File: config.mk
export PLATFORM = sky130hd
export DESIGN_NAME = main_mem_arbiter
export DESIGN_NICKNAME = d
export VERILOG_FILES = /design/src/rtl/main_mem_arbiter_pkg.sv /design/src/rtl/main_mem_arb_picker.sv /design/src/rtl/main_mem_arbiter.sv
export SDC_FILE = /design/constraint.sdc
export NUM_CORES = 1
export LEC_CHECK = 0
export BUFFER_PORTS_ARGS = -buffer_cell sky130_fd_sc_hd__buf_2
export CAP_MARGIN = 0
export CORE_UTILIZATION = 40
export DETAILED_ROUTE_END_ITERATION = 10
export PLACE_DENSITY = 0.75
export SETUP_SLACK_MARGIN = 0.4
export SLEW_MARGIN = 20
export SYNTH_ARGS = -nofsm -noshare
export SYNTH_HDL_FRONTEND = slang
export SYNTH_HIERARCHICAL = 1
export SYNTH_SLANG_ARGS = --single-unit
File: constraint.sdc
create_clock -name clk -period 3 [get_ports clk]
set_clock_uncertainty 0.15 [all_clocks]
set_input_delay 0.45 -clock clk [delete_from_list [all_inputs] [get_ports clk]]
set_output_delay 0.45 -clock clk [all_outputs]
set_load 0.02 [all_outputs]
File: src/rtl/main_mem_arbiter_pkg.sv
// Shared types for the two-master MainMem arbiter.
// Build option: MAIN_MEM_ARB_ROUND_ROBIN_EN selects round-robin on contention.
package main_mem_arbiter_pkg;

  typedef enum logic {
    MEM_READ  = 1'b0,
    MEM_WRITE = 1'b1
  } mem_type_e;

  typedef enum logic [1:0] {
    MEM_SIZE_8  = 2'd0,
    MEM_SIZE_16 = 2'd1,
    MEM_SIZE_32 = 2'd2
  } mem_size_e;

  typedef enum logic [1:0] {
    IDLE  = 2'd0,
    ISSUE = 2'd1,
    WAIT  = 2'd2
  } StArb;

  typedef struct packed {
    logic        req;
    logic [31:0] addr;
    logic [31:0] wdata;
    logic        typ;
    logic [1:0]  size;
  } PortIn_MainMemArbiter;

  typedef struct packed {
    logic [31:0] rdata;
    logic        stall;
  } PortOut_MainMemArbiter;

  localparam logic [31:0] ARB_TIMEOUT_DATA = 32'hDEAD_BEEF;

`ifdef MAIN_MEM_ARB_ROUND_ROBIN_EN
  localparam bit ARB_RR_EN = 1'b1;
`else
  localparam bit ARB_RR_EN = 1'b0;
`endif

endpackage

File: src/rtl/main_mem_arb_picker.sv
// Combinational owner selection for the MainMem arbiter.
// Contention policy follows ARB_RR_EN (MAIN_MEM_ARB_ROUND_ROBIN_EN).
module main_mem_arb_picker
  import main_mem_arbiter_pkg::*;
(
  input  logic [1:0] req_i,
  input  logic       last_grant_i,
  output logic       owner_o,
  output logic       any_o
);

  logic rr_both;

  assign rr_both = ARB_RR_EN & (&req_i);
  assign any_o   = |req_i;

  always_comb begin
    owner_o = 1'b0;
    unique case (1'b1)
      rr_both:
        owner_o = ~last_grant_i;
      (req_i[0] & ~rr_both):
        owner_o = 1'b0;
      default:
        owner_o = 1'b1;
    endcase
  end

endmodule

File: src/rtl/main_mem_arbiter.sv
// Shares one MainMem port between the CPU (port 0) and a second master.
// Latches the granted request, issues it, and aborts hung accesses.
module main_mem_arbiter
  import main_mem_arbiter_pkg::*;
#(
  parameter int unsigned DATA_WIDTH     = 32,
  parameter int unsigned ADDR_WIDTH     = 32,
  parameter int unsigned TIMEOUT_CYCLES = 255
) (
  input  logic                       clk,
  input  logic                       rst,
  input  logic [1:0]                 rq_req,
  input  logic [1:0][ADDR_WIDTH-1:0] rq_addr,
  input  logic [1:0][DATA_WIDTH-1:0] rq_wdata,
  input  logic [1:0]                 rq_type,
  input  logic [1:0][1:0]            rq_size,
  output logic [1:0][DATA_WIDTH-1:0] rq_rdata,
  output logic [1:0]                 rq_wait,
  output logic                       mem_req,
  output logic [ADDR_WIDTH-1:0]      mem_addr,
  output logic [DATA_WIDTH-1:0]      mem_wdata,
  output logic                       mem_type,
  output logic [1:0]                 mem_size,
  input  logic [DATA_WIDTH-1:0]      mem_rdata,
  input  logic                       mem_wait,
  output logic                       err_timeout
);

  localparam logic [7:0] CNT_LAST =
    8'(TIMEOUT_CYCLES - 1);

  StArb                       state_q;
  logic                       owner_q;
  logic                       last_grant_q;
  logic                       mem_req_q;
  logic [ADDR_WIDTH-1:0]      addr_q;
  logic [DATA_WIDTH-1:0]      wdata_q;
  logic                       type_q;
  logic [1:0]                 size_q;
  logic [7:0]                 cnt_q;
  logic [7:0]                 cnt_d;
  logic                       err_q;
  logic [1:0][DATA_WIDTH-1:0] rdata_q;
  logic [1:0][DATA_WIDTH-1:0] rdata_d;

  logic                  pick;
  logic                  any_req;
  logic                  in_wait;
  logic                  ok;
  logic                  abort;
  logic                  fin;
  logic [1:0]            done;
  logic [DATA_WIDTH-1:0] ret_data;

  main_mem_arb_picker u_picker (
    .req_i        (rq_req),
    .last_grant_i (last_grant_q),
    .owner_o      (pick),
    .any_o        (any_req)
  );

  assign in_wait = (state_q == WAIT);
  assign ok      = in_wait & ~mem_wait;
  assign abort   = in_wait & mem_wait
                 & (cnt_q == CNT_LAST);
  assign fin     = ok | abort;
  assign done    = {owner_q, ~owner_q}
                 & {2{fin}};
  assign cnt_d   = cnt_q + 8'd1;

  assign ret_data = ok ? mem_rdata
                  : DATA_WIDTH'(ARB_TIMEOUT_DATA);

  // Completion data is visible in the done cycle and held afterwards.
  always_comb begin
    for (int n = 0; n < 2; n++) begin
      rdata_d[n] = done[n] ? ret_data
                 : rdata_q[n];
    end
  end

  assign rq_wait     = rq_req & ~done;
  assign rq_rdata    = rdata_d;
  assign mem_req     = mem_req_q;
  assign mem_addr    = addr_q;
  assign mem_wdata   = wdata_q;
  assign mem_type    = type_q;
  assign mem_size    = size_q;
  assign err_timeout = err_q;

  always_ff @(posedge clk) begin
    if (rst) begin
      state_q      <= IDLE;
      owner_q      <= 1'b0;
      last_grant_q <= 1'b1;
      mem_req_q    <= 1'b0;
      addr_q       <= '0;
      wdata_q      <= '0;
      type_q       <= 1'b0;
      size_q       <= 2'd0;
      cnt_q        <= 8'd0;
      err_q        <= 1'b0;
      rdata_q      <= '0;
    end else begin
      rdata_q <= rdata_d;
      unique case (state_q)
        IDLE: begin
          if (any_req) begin
            owner_q   <= pick;
            addr_q    <= rq_addr[pick];
            wdata_q   <= rq_wdata[pick];
            type_q    <= rq_type[pick];
            size_q    <= rq_size[pick];
            cnt_q     <= 8'd0;
            mem_req_q <= 1'b1;
            state_q   <= ISSUE;
          end
        end
        ISSUE: begin
          mem_req_q <= 1'b0;
          state_q   <= WAIT;
        end
        WAIT: begin
          mem_req_q <= 1'b0;
          if (!mem_wait) begin
            last_grant_q <= owner_q;
            state_q      <= IDLE;
          end else if (cnt_q == CNT_LAST) begin
            err_q   <= 1'b1;
            state_q <= IDLE;
          end else begin
            cnt_q <= cnt_d;
          end
        end
        default: begin
          mem_req_q <= 1'b0;
          state_q   <= IDLE;
        end
      endcase
    end
  end

endmodule

# Yosys cells after proc, flatten, opt, wreduce, memory -nomap -nowiden
# Index checks and enable logic that the tools add are counted.
dict set report classes {
  addsub 1
  mul 0
  div_mod_pow 0
  order_cmp 1
  eq_ne 7
  n_shift 0
  muxes 20
  bitwise 10
  reduce_logical 8
}
# operator n
set ops {}
lappend ops {{32-bit two-way mux} 7}
lappend ops {{8-bit two-way mux} 3}
lappend ops {{8-bit case mux with 2 select lines} 1}
lappend ops {{2-bit two-way mux} 5}
lappend ops {{8-bit by 1-bit adder with 8-bit output, second input constant} 1}
lappend ops {{8-bit == test, second input constant} 1}
lappend ops {{2-bit != test, second input constant} 3}
lappend ops {{2-bit case mux with 3 select lines} 1}
lappend ops {{2-bit AND} 2}
lappend ops {{2-bit AND reduction} 2}
lappend ops {{4-bit AND reduction} 1}
lappend ops {{2-bit OR reduction} 2}
lappend ops {{1-bit AND} 3}
lappend ops {{1-bit two-way mux} 3}
lappend ops {{3-bit by 2-bit != test with 1-bit output, second input constant} 1}
lappend ops {{1-bit inverter} 3}
lappend ops {{3-bit AND reduction} 1}
lappend ops {{2-bit by 1-bit == test with 1-bit output, second input constant} 1}
lappend ops {{2-bit == test, second input constant} 1}
lappend ops {{2-bit zero test} 1}
lappend ops {{1-bit by 2-bit less-than comparator with 1-bit output, second input constant} 1}
lappend ops {{2-bit inverter} 1}
lappend ops {{2-bit nonzero test} 1}
lappend ops {{1-bit OR} 1}
dict set report word_totals {
  ff_bits 144
  latch_bits 0
  ramBits 0
  mem_bits_ro 0
  inputBits 171
  n_memories 0
}

# Logic depth before layout (Yosys ltp)
# Gate-level depths: netlist of the first run.
dict set report logic_depth {
  depth_word 7
  depth_mapped 7
}

# Hierarchy
# Netlist of the first run, hierarchy kept.
# mod instances cells_each area_per_inst_um2
set by_module_without_submodules {}
lappend by_module_without_submodules {main_mem_arbiter 1 738 6680.2}
lappend by_module_without_submodules {main_mem_arb_picker 1 2 10.0}

# Worst setup path before layout of the first run
# OpenSTA, ideal clock, no wires.
dict set report synth_timing {
  kind {in2out}
  startpoint {input mem_wait}
  endpoint {output rq_rdata[35] (netlist name)}
  arrival_time_ns 1.554
  required_time_ns 2.400
  path_slack_ns 0.846
  cell_stages 6
  path_cell_list {buf_2 nor3b_2 nand2_1 clkbuf_1 nor2_1 nor2_1}
}
# item line
set synth_lines {}
lappend synth_lines {{from (decl)} main_mem_arbiter.sv:25} ;# input logic mem_wait,
lappend synth_lines {{to (decl)} main_mem_arbiter.sv:17} ;# output logic [1:0][DATA_WIDTH-1:0] rq_rdata,

==> results of run 1 <==
worst max-delay path: stages, from the launching register on:
cell	delay (ps)
dfxtp_2	330
inv_2	70
ha_4	130
nand3_4	90
o21ai_4	240
buf_12	150
clkbuf_16	160
a21oi_1	100
nor2_1	120
buf_4	160
metal layers:
layer	vias up	global-route usage [%]	share of wire [%]
li1	3166	-	-
met1	2900	24.9	42
met2	214	36.2	50
met3	25	6.27	6.5
met4	0	7.64	1.6
met5	-	0	0
worst max path at each step:
stage | cells past startpoint | endpoint | from | slack [ps]
after global routing | 9 | rq_rdata[15] | cnt_q[0] | 310
final | 9 | rq_rdata[10] | cnt_q[0] | 430
after detailed placement | 6 | mem_wdata[29] | rq_req[0] | 690
after CTS | 8 | rq_rdata[45] | cnt_q[0] | 360
after global placement | 8 | rq_rdata[30] | cnt_q[0] | 740
after floorplan | 6 | rq_rdata[35] | mem_wait | 860
report_power, final:
group	internal, mW	switching [mW]
sequential	2.05	0.0697
clock	1.37	0.799
combinational	0.415	0.640
cells in the final DEF (no fill, tap or decap), types with 2 or more instances in the layout:
cell type	n
nand2_1	39
clkinv_4	2
a21oi_2	10
nand3b_1	3
clkbuf_16	19
o21a_1	3
o21ai_2	4
nor2_1	148
buf_16	3
o21ai_0	2
buf_2	256
a21oi_1	59
nand2b_1	3
a21boi_0	2
clkinv_2	3
nand3_1	12
mux2i_1	67
dfxtp_2	8
buf_12	6
nand4b_1	2
o21ai_1	11
nor2_2	4
clkbuf_8	3
a211oi_1	67
nor3b_2	2
nor3_1	2
o211ai_1	2
dfxtp_1	136
clkinvlp_4	2
bufinv_16	3
and2_1	2
buf_4	57
nor3_2	48
clkbuf_1	2
nor2_4	20
buf_6	7
through the flow:
step                std cells  cell area [um2]  util (%)  worst slack, ps  hold slack, ps
floorplan                 737             6660         -              856             294
global placement         1213             8330      51.9              739             299
detailed placement       1213             8330      51.9              690             305
CTS                      1250             9180      57.2              356             141
global route             1255             9370      58.4              313             154
finish                   1255             9370      58.4              429             160
layout make-up:
cell class | instances | area [um2] | area share, %
Clock inverter | 9 | 133 | 1.42
Clock buffer | 22 | 474 | 5.06
Sequential cell | 144 | 2890 | 30.9
Timing Repair Buffer | 331 | 2040 | 21.8
Multi-Input combinational cell | 530 | 3550 | 37.9
Inverter | 3 | 12.5 | 0.134
Tap cell | 216 | 270 | 2.88
sequential cells by signal, summed over array words and instances, names as in the netlist:
name / cells
rdata_q: 64
mem_addr: 32
mem_wdata: 32
cnt_q: 8
mem_size: 2
state_q: 2
err_timeout: 1
mem_req: 1
mem_type: 1
owner_q: 1
repair_timing:
| item | in CTS | in global routing |
|---|---|---|
| hold buffers | 0 | 0 |
| endpoints found under the setup margin | 64 | 58 |
| gates resized for setup | 43 | 51 |
| cloned | 3 | 2 |
| pin swaps | 2 | 12 |
| buffers inserted | 3 | 3 |
==> results_dict.tcl, run 1 <==
set metrics [dict create \
    cts_buffer_depth 2 \
    cp-start-kind "register" \
    ant_nets 0 \
    reg2reg_slack_ps 1080 \
    insertion_delay_ps 410 \
    worstReg2RegEnd "mem_wdata[29]" \
    grt_use_total_pct 21.1 \
    io_pins 306 \
    synth_area_per_cell_um2 9.04 \
    drive_above_1_share_pct 45.1 \
    htreeDepth 4 \
    timing.rr.start "state_q[0]" \
    crit_type "reg -> out" \
    relSlewSlack_pct 52.4 \
    fillers 1443 \
    slew_violations 0 \
    cts_sinks 144 \
    cts_tree "done" \
    drc 0 \
    hold_viol_final 0 \
    cap_viol_max_count 0 \
    antenna_cells 0 \
    syn-num-nets 910 \
    rsz0062_at_grt "true" \
    antenna_found_initial 0 \
    hold_class "in -> reg" \
    power_mw 5.34 \
    syn_inst 737 \
    p_leak_nw 4.49 \
    gp_congestion 0.798 \
    clk_pin_slew_ps 60 \
    finalCritPeriodShare_pct 85.7 \
    path_max_fanout 12 \
    grt_pass1_vias 5691 \
    cts_root_buf "clkbuf_16" \
    syn_area_um2 6660 \
    overflow 0 \
    die_height_um 131 \
    start_util_pct 41.5 \
    ir_drop_uv 362 \
    outcome "finished clean" \
    setup_viol 0 \
    r2r_cells 4 \
    post_drt_wl_per_cell_um 15.0 \
    end_kind "primary output" \
    critPathRequiredTime_ps 2400 \
    fp.dieW_um 131 \
    power-per-cell-area_nw_per_um2 570 \
    grt_pass1_wl_um 27800 \
    syn2layout_area_growth_pct 40.7 \
    critical_path_arrival_ps 1970 \
    drt_iter0_markers 255 \
    hpwl_um 12900 \
    avgViaCountPerCell 5.02 \
    firstDrtPassIters 4 \
    port_buffers 305 \
    row_count 46 \
    worst_hold_startpoint "mem_rdata[29]" \
    worst_pin_slew_ps 711 \
    cts_buffers 17 \
    fin_setup_tns_ps 0 \
    finalWirelength_um 18900 \
    die_area_um2 17200 \
    grt_max_degree 67 \
    max_freq_mhz 389 \
    min_period_ps 2570 \
    yosysWarnings 6 \
    nets 1200 \
    holdPathStages 3 \
    coreArea_um2 16100 \
    vias 6305 \
    holdPathEnd "rdata_q[61]" \
]
Note: power is estimated with default switching activity, not from simulation.
==> run 2, diff against run 1 <==
--- a/config.mk
+++ b/config.mk
@@ -7,9 +7,12 @@
 export LEC_CHECK = 0
 export BUFFER_PORTS_ARGS = -buffer_cell sky130_fd_sc_hd__buf_2
 export CAP_MARGIN = 0
-export CORE_UTILIZATION = 40
+export CELL_PAD_IN_SITES_DETAIL_PLACEMENT = 1
+export CELL_PAD_IN_SITES_GLOBAL_PLACEMENT = 1
+export CORE_UTILIZATION = 36
 export DETAILED_ROUTE_END_ITERATION = 10
-export PLACE_DENSITY = 0.75
+export PLACE_DENSITY = 0.9
+export REMOVE_ABC_BUFFERS = 1
 export SETUP_SLACK_MARGIN = 0.4
 export SLEW_MARGIN = 20
 export SYNTH_ARGS = -nofsm -noshare
==> results_dict.tcl, run 2 (synthesis results as in run 1) <==
set metrics [dict create \
    syn2layout_area_growth_pct 46.8 \
    die_area_um2 19000 \
    end_kind "primary output" \
    place_area_um2 8400 \
    die_height_um 138 \
    cts_buffers 17 \
    clk_pin_slew_ps 60 \
    worst_pin_slew_ps 689 \
    cp-start-kind "register" \
    cts_sinks 144 \
    cts_buffer_depth 2 \
    row_count 49 \
    place_ws_ps 592 \
    fillers 2079 \
    max_stage_delay_ps 330 \
    fp.dieW_um 138 \
    power-per-cell-area_nw_per_um2 547 \
    port_buffers 305 \
    finalCritPeriodShare_pct 87.9 \
    firstDrtPassIters 4 \
    hpwl_um 15900 \
    nets 1214 \
    drc 0 \
    crit_family "buffers and inverters" \
    reg2reg_slack_ps 1190 \
    grt_pass1_vias 6938 \
    relSlewSlack_pct 54.1 \
    path_max_fanout 6 \
    worst_hold_startpoint "mem_rdata[20]" \
    htreeDepth 4 \
    path_depth 10 \
    gp_congestion 0.823 \
    insertion_delay_ps 400 \
    start_util_pct 36.9 \
    ctsHoldBuffers 0 \
    cts_root_buf "clkbuf_16" \
    antenna_found_initial 3 \
    vias 6705 \
    power_mw 5.35 \
    grt_max_degree 136 \
    slew_violations 0 \
    finalWirelength_um 24800 \
    regMostFlops "rdata_q" \
    ir_drop_uv 384 \
    crit_type "reg -> out" \
    outcome "finished clean" \
    rsz0062_at_grt "true" \
    drive_above_1_share_pct 49.2 \
    cp_cell_sequence "inv_2, ha_4, nand3_4, o21ai_4, buf_6, buf_12, clkbuf_16, a21oi_2, nor2_1, buf_4" \
    grt_use_total_pct 24.6 \
    r2r_cells 4 \
    ant_nets 0 \
    grt_pass1_wl_um 37000 \
    worstReg2RegEnd "mem_wdata[13]" \
    overflow 0 \
    p_leak_nw 4.61 \
    setup_viol 0 \
    hold_class "in -> reg" \
    max_freq_mhz 379 \
    post_drt_wl_per_cell_um 19.3 \
    final_area_um2 9770 \
    coreArea_um2 18000 \
    hold_viol_final 0 \
    timing.rr.start "state_q[0]" \
    largest_register_ffs 64 \
    final_cell_mix "buf_2, nor2_1, dfxtp_1, mux2i_1, a211oi_1" \
    min_period_ps 2640 \
    worst_slack_ps 363 \
    io_pins 306 \
    hold_slack_ps 164 \
    drt_iter0_markers 146 \
    cp_num_buf_inv 5 \
    holdPathEnd "rdata_q[52]" \
    critical_path_arrival_ps 2040 \
    slowest_stage "dfxtp_2" \
    holdPathStages 3 \
    critPathRequiredTime_ps 2400 \
    avgViaCountPerCell 5.22 \
    cts_tree "done" \
    cap_viol_max_count 0 \
    layout_commonest_cell "buf_2" \
]
[run 2: changes by cell type in the layout (fill, tap and decap cells not counted), sizes merged]
cell	change
buf	+13
bufinv	-1
clkbuf	+1
clkinv	+1
diode	+3
[run 2: power breakdown]
| part | switching (mW) | internal [mW] |
|---|---|---|
| clock | 0.839 | 1.24 |
| sequential | 0.0788 | 2.05 |
| combinational | 0.694 | 0.442 |
| total | 1.61 | 3.74 |
[run 2: area by class of cell]
type | instances | area (um2) | area share, %
multi-input combinational | 530 | 3740 | 38.2
sequential | 144 | 2900 | 29.7
timing repair buffer | 345 | 2260 | 23.2
clock buffer | 22 | 454 | 4.65
tap | 229 | 287 | 2.93
clock inverter | 9 | 111 | 1.14
inverter | 3 | 12.5 | 0.128
antenna | 3 | 7.51 | 0.0768
[run 2: stage by stage]
stage | std cells | TNS (ps) | utilization, %
floorplan | 677 | -402190 | -
global placement | 1227 | 0 | 46.6
detailed placement | 1227 | 0 | 46.6
CTS | 1271 | 0 | 52.0
global route | 1285 | 0 | 54.2
finish | 1285 | 0 | 54.2
[run 2: routing by layer]
layer	share of wire, %	track usage, %	vias to the layer above
met2	53	45.5	228
met3	6.1	7.34	42
met1	38	25.8	3243
met4	3.0	9.83	0
met5	0	0	-
li1	-	-	3192
[run 2: worst register-to-register path, stage by stage (launching register included)]
cell and delay [ps]:
dfxtp_2 390, nor3b_2 290, buf_12 410, nor2_1 220, a211oi_1 260
[run 2: worst max-delay path by stage]
stage / startpoint / to / slack [ps]
finish: cnt_q[0] / rq_rdata[33] / 360
detailed placement: mem_wait / rq_rdata[11] / 590
CTS: cnt_q[0] / rq_rdata[23] / 400
global placement: mem_wait / rq_rdata[11] / 620
global route: cnt_q[0] / rq_rdata[37] / 290
floorplan: rq_req[1] / cnt_q[5] / -5790
[run 2: timing repair]
item,4_1_cts,5_1_grt
cloned,4,3
pin swaps,5,26
buffers inserted,9,8
resized for setup,71,79
endpoints found under the setup margin,65,61
==> run 3, diff against run 2 <==
--- a/config.mk
+++ b/config.mk
@@ -12,6 +12,7 @@
 export CORE_UTILIZATION = 36
 export DETAILED_ROUTE_END_ITERATION = 10
 export PLACE_DENSITY = 0.9
+export RECOVER_POWER = 25
 export REMOVE_ABC_BUFFERS = 1
 export SETUP_SLACK_MARGIN = 0.4
 export SLEW_MARGIN = 20
==> results_dict.tcl, run 3 (synthesis results as in run 1) <==
set metrics [dict create \
    worstReg2RegEnd "mem_wdata[13]" \
    row_count 49 \
    cts_buffer_depth 2 \
    htreeDepth 4 \
    overflow 0 \
    worst_pin_slew_ps 1810 \
    crit_family "flip-flops" \
    violations "capacitance limit, slew limit" \
    path_max_fanout 24 \
    hold_class "in -> reg" \
    power-per-cell-area_nw_per_um2 549 \
    max_freq_mhz 377 \
    io_pins 306 \
    cp_cell_sequence "nor2b_4, and2_1, buf_12, a21oi_1, nor2_1, buf_4" \
    outcome "finished with violations" \
    worst_hold_startpoint "mem_rdata[20]" \
    critical_path_arrival_ps 2050 \
    nets 1214 \
    reg2reg_slack_ps 1090 \
    crit_type "reg -> out" \
    p_leak_nw 4.38 \
    cts_buffers 17 \
    hold_viol_final 0 \
    holdPathEnd "rdata_q[52]" \
    power_frac_seq_pct 40.1 \
    drc 0 \
    timing.rr.start "state_q[0]" \
    grt_use_total_pct 24.6 \
    hpwl_um 15900 \
    insertion_delay_ps 400 \
    end_kind "primary output" \
    fp.dieW_um 138 \
    grt_pass1_vias 6938 \
    ctsHoldBuffers 0 \
    port_buffers 305 \
    power_mw 5.32 \
    pwr-share-comb_pct 20.8 \
    grt_max_degree 136 \
    cts_root_buf "clkbuf_16" \
    ant_nets 0 \
    gp_congestion 0.823 \
    cp_num_buf_inv 2 \
    power.switching_mw 1.61 \
    largest_register_ffs 64 \
    holdPathStages 3 \
    antenna_found_initial 3 \
    coreArea_um2 18000 \
    critPathRequiredTime_ps 2400 \
    die_height_um 138 \
    finalWirelength_um 24800 \
    drive_above_1_share_pct 43.2 \
    r2r_cells 4 \
    slew_violations 62 \
    start_util_pct 36.9 \
    swShare_pct 30.3 \
    ir_drop_uv 384 \
    cts_tree "done" \
    avgViaCountPerCell 5.21 \
    die_area_um2 19000 \
    firstDrtPassIters 4 \
    setup_viol 0 \
    finalCritPeriodShare_pct 88.4 \
    regMostFlops "rdata_q" \
    placed_cells 1227 \
    grt_pass1_wl_um 37000 \
    post_drt_wl_per_cell_um 19.3 \
    rsz0062_at_grt "true" \
    cp-start-kind "register" \
    clk_pin_slew_ps 60 \
    drt_iter0_markers 167 \
    finish.utilization_pct 53.8 \
    syn2layout_area_growth_pct 45.5 \
    cap_viol_max_count 1 \
    p_clk_share_pct 39.1 \
    max_stage_delay_ps 610 \
    cts_sinks 144 \
    relSlewSlack_pct -20.9 \
    fin_cells 1285 \
    final_cell_mix "buf_2, nor2_1, dfxtp_1, mux2i_1, a211oi_1" \
    layout_commonest_cell "buf_2" \
    slowest_stage "dfxtp_1" \
    p_int_mw 3.71 \
    min_period_ps 2650 \
    vias 6698 \
]
## run 3: cell types whose count changed in the layout (fill, tap and decap cells not counted)
cell,before,now
buf_2,256,194
dfxtp_1,135,136
buf_6,8,7
dfxtp_2,7,6
clkbuf_2,0,1
clkbuf_1,4,66
## run 3: worst max path at each step
stage / start / endpoint / slack [ps] / cells past startpoint
3_5_place_dp: mem_wait / rq_rdata[11] / 590 / 6
2_1_floorplan: rq_req[1] / cnt_q[5] / -5790 / 5
5_1_grt: state_q[0] / rq_rdata[37] / 220 / 6
6_report: state_q[0] / rq_rdata[37] / 350 / 6
4_1_cts: cnt_q[0] / rq_rdata[23] / 400 / 10
3_3_place_gp: mem_wait / rq_rdata[11] / 620 / 6
## run 3: repair_timing
item / 4_1_cts / 5_1_grt
buffers inserted: 9 / 8
setup endpoints to repair: 65 / 61
gates cloned: 4 / 3
pin swaps: 5 / 26
resized for setup: 71 / 79
## run 3: metrics by stage
step	setup TNS (ps)	hold WS, ps	cell area (um2)	setup WS, ps
after floorplan	-402190	288	6340	-5790
after global placement	0	299	8400	616
after detailed placement	0	316	8400	592
after CTS	0	142	9370	402
after global routing	0	157	9690	216
final	0	163	9690	349
## run 3: final cells by class
cell class / instances / area [um2]
diodes: 3 / 7.51
clock buffers: 22 / 454
clock inverters: 9 / 111
fillers: 2117 / 8340
inverters: 3 / 12.5
multi-input cells: 530 / 3740
flip-flops and latches: 144 / 2900
well taps: 229 / 287
repair buffers: 345 / 2180
## run 3: routing by layer
| layer | vias up | global-route usage (%) | part of all wire [%] |
|---|---|---|---|
| met5 | - | 0 | 0 |
| met2 | 222 | 45.5 | 53 |
| li1 | 3192 | - | - |
| met4 | 0 | 9.83 | 3.3 |
| met3 | 45 | 7.34 | 6.1 |
| met1 | 3239 | 25.8 | 37 |
## run 3: worst reg2reg max path, cell delays in order, from the launching register on
cell and delay, ps:
dfxtp_1 440, nor3b_2 320, buf_12 410, nor2_1 230, a211oi_1 270
## run 3: power groups by stage
stage / clock network (mW) / registers, mW / logic, mW
2_1_floorplan: 0 / 2.30 / 0.477
3_3_place_gp: 0 / 2.15 / 0.992
3_5_place_dp: 0 / 2.16 / 1.02
4_1_cts: 2.12 / 2.12 / 1.08
5_1_grt: 2.19 / 2.15 / 1.19
6_report: 2.08 / 2.13 / 1.11
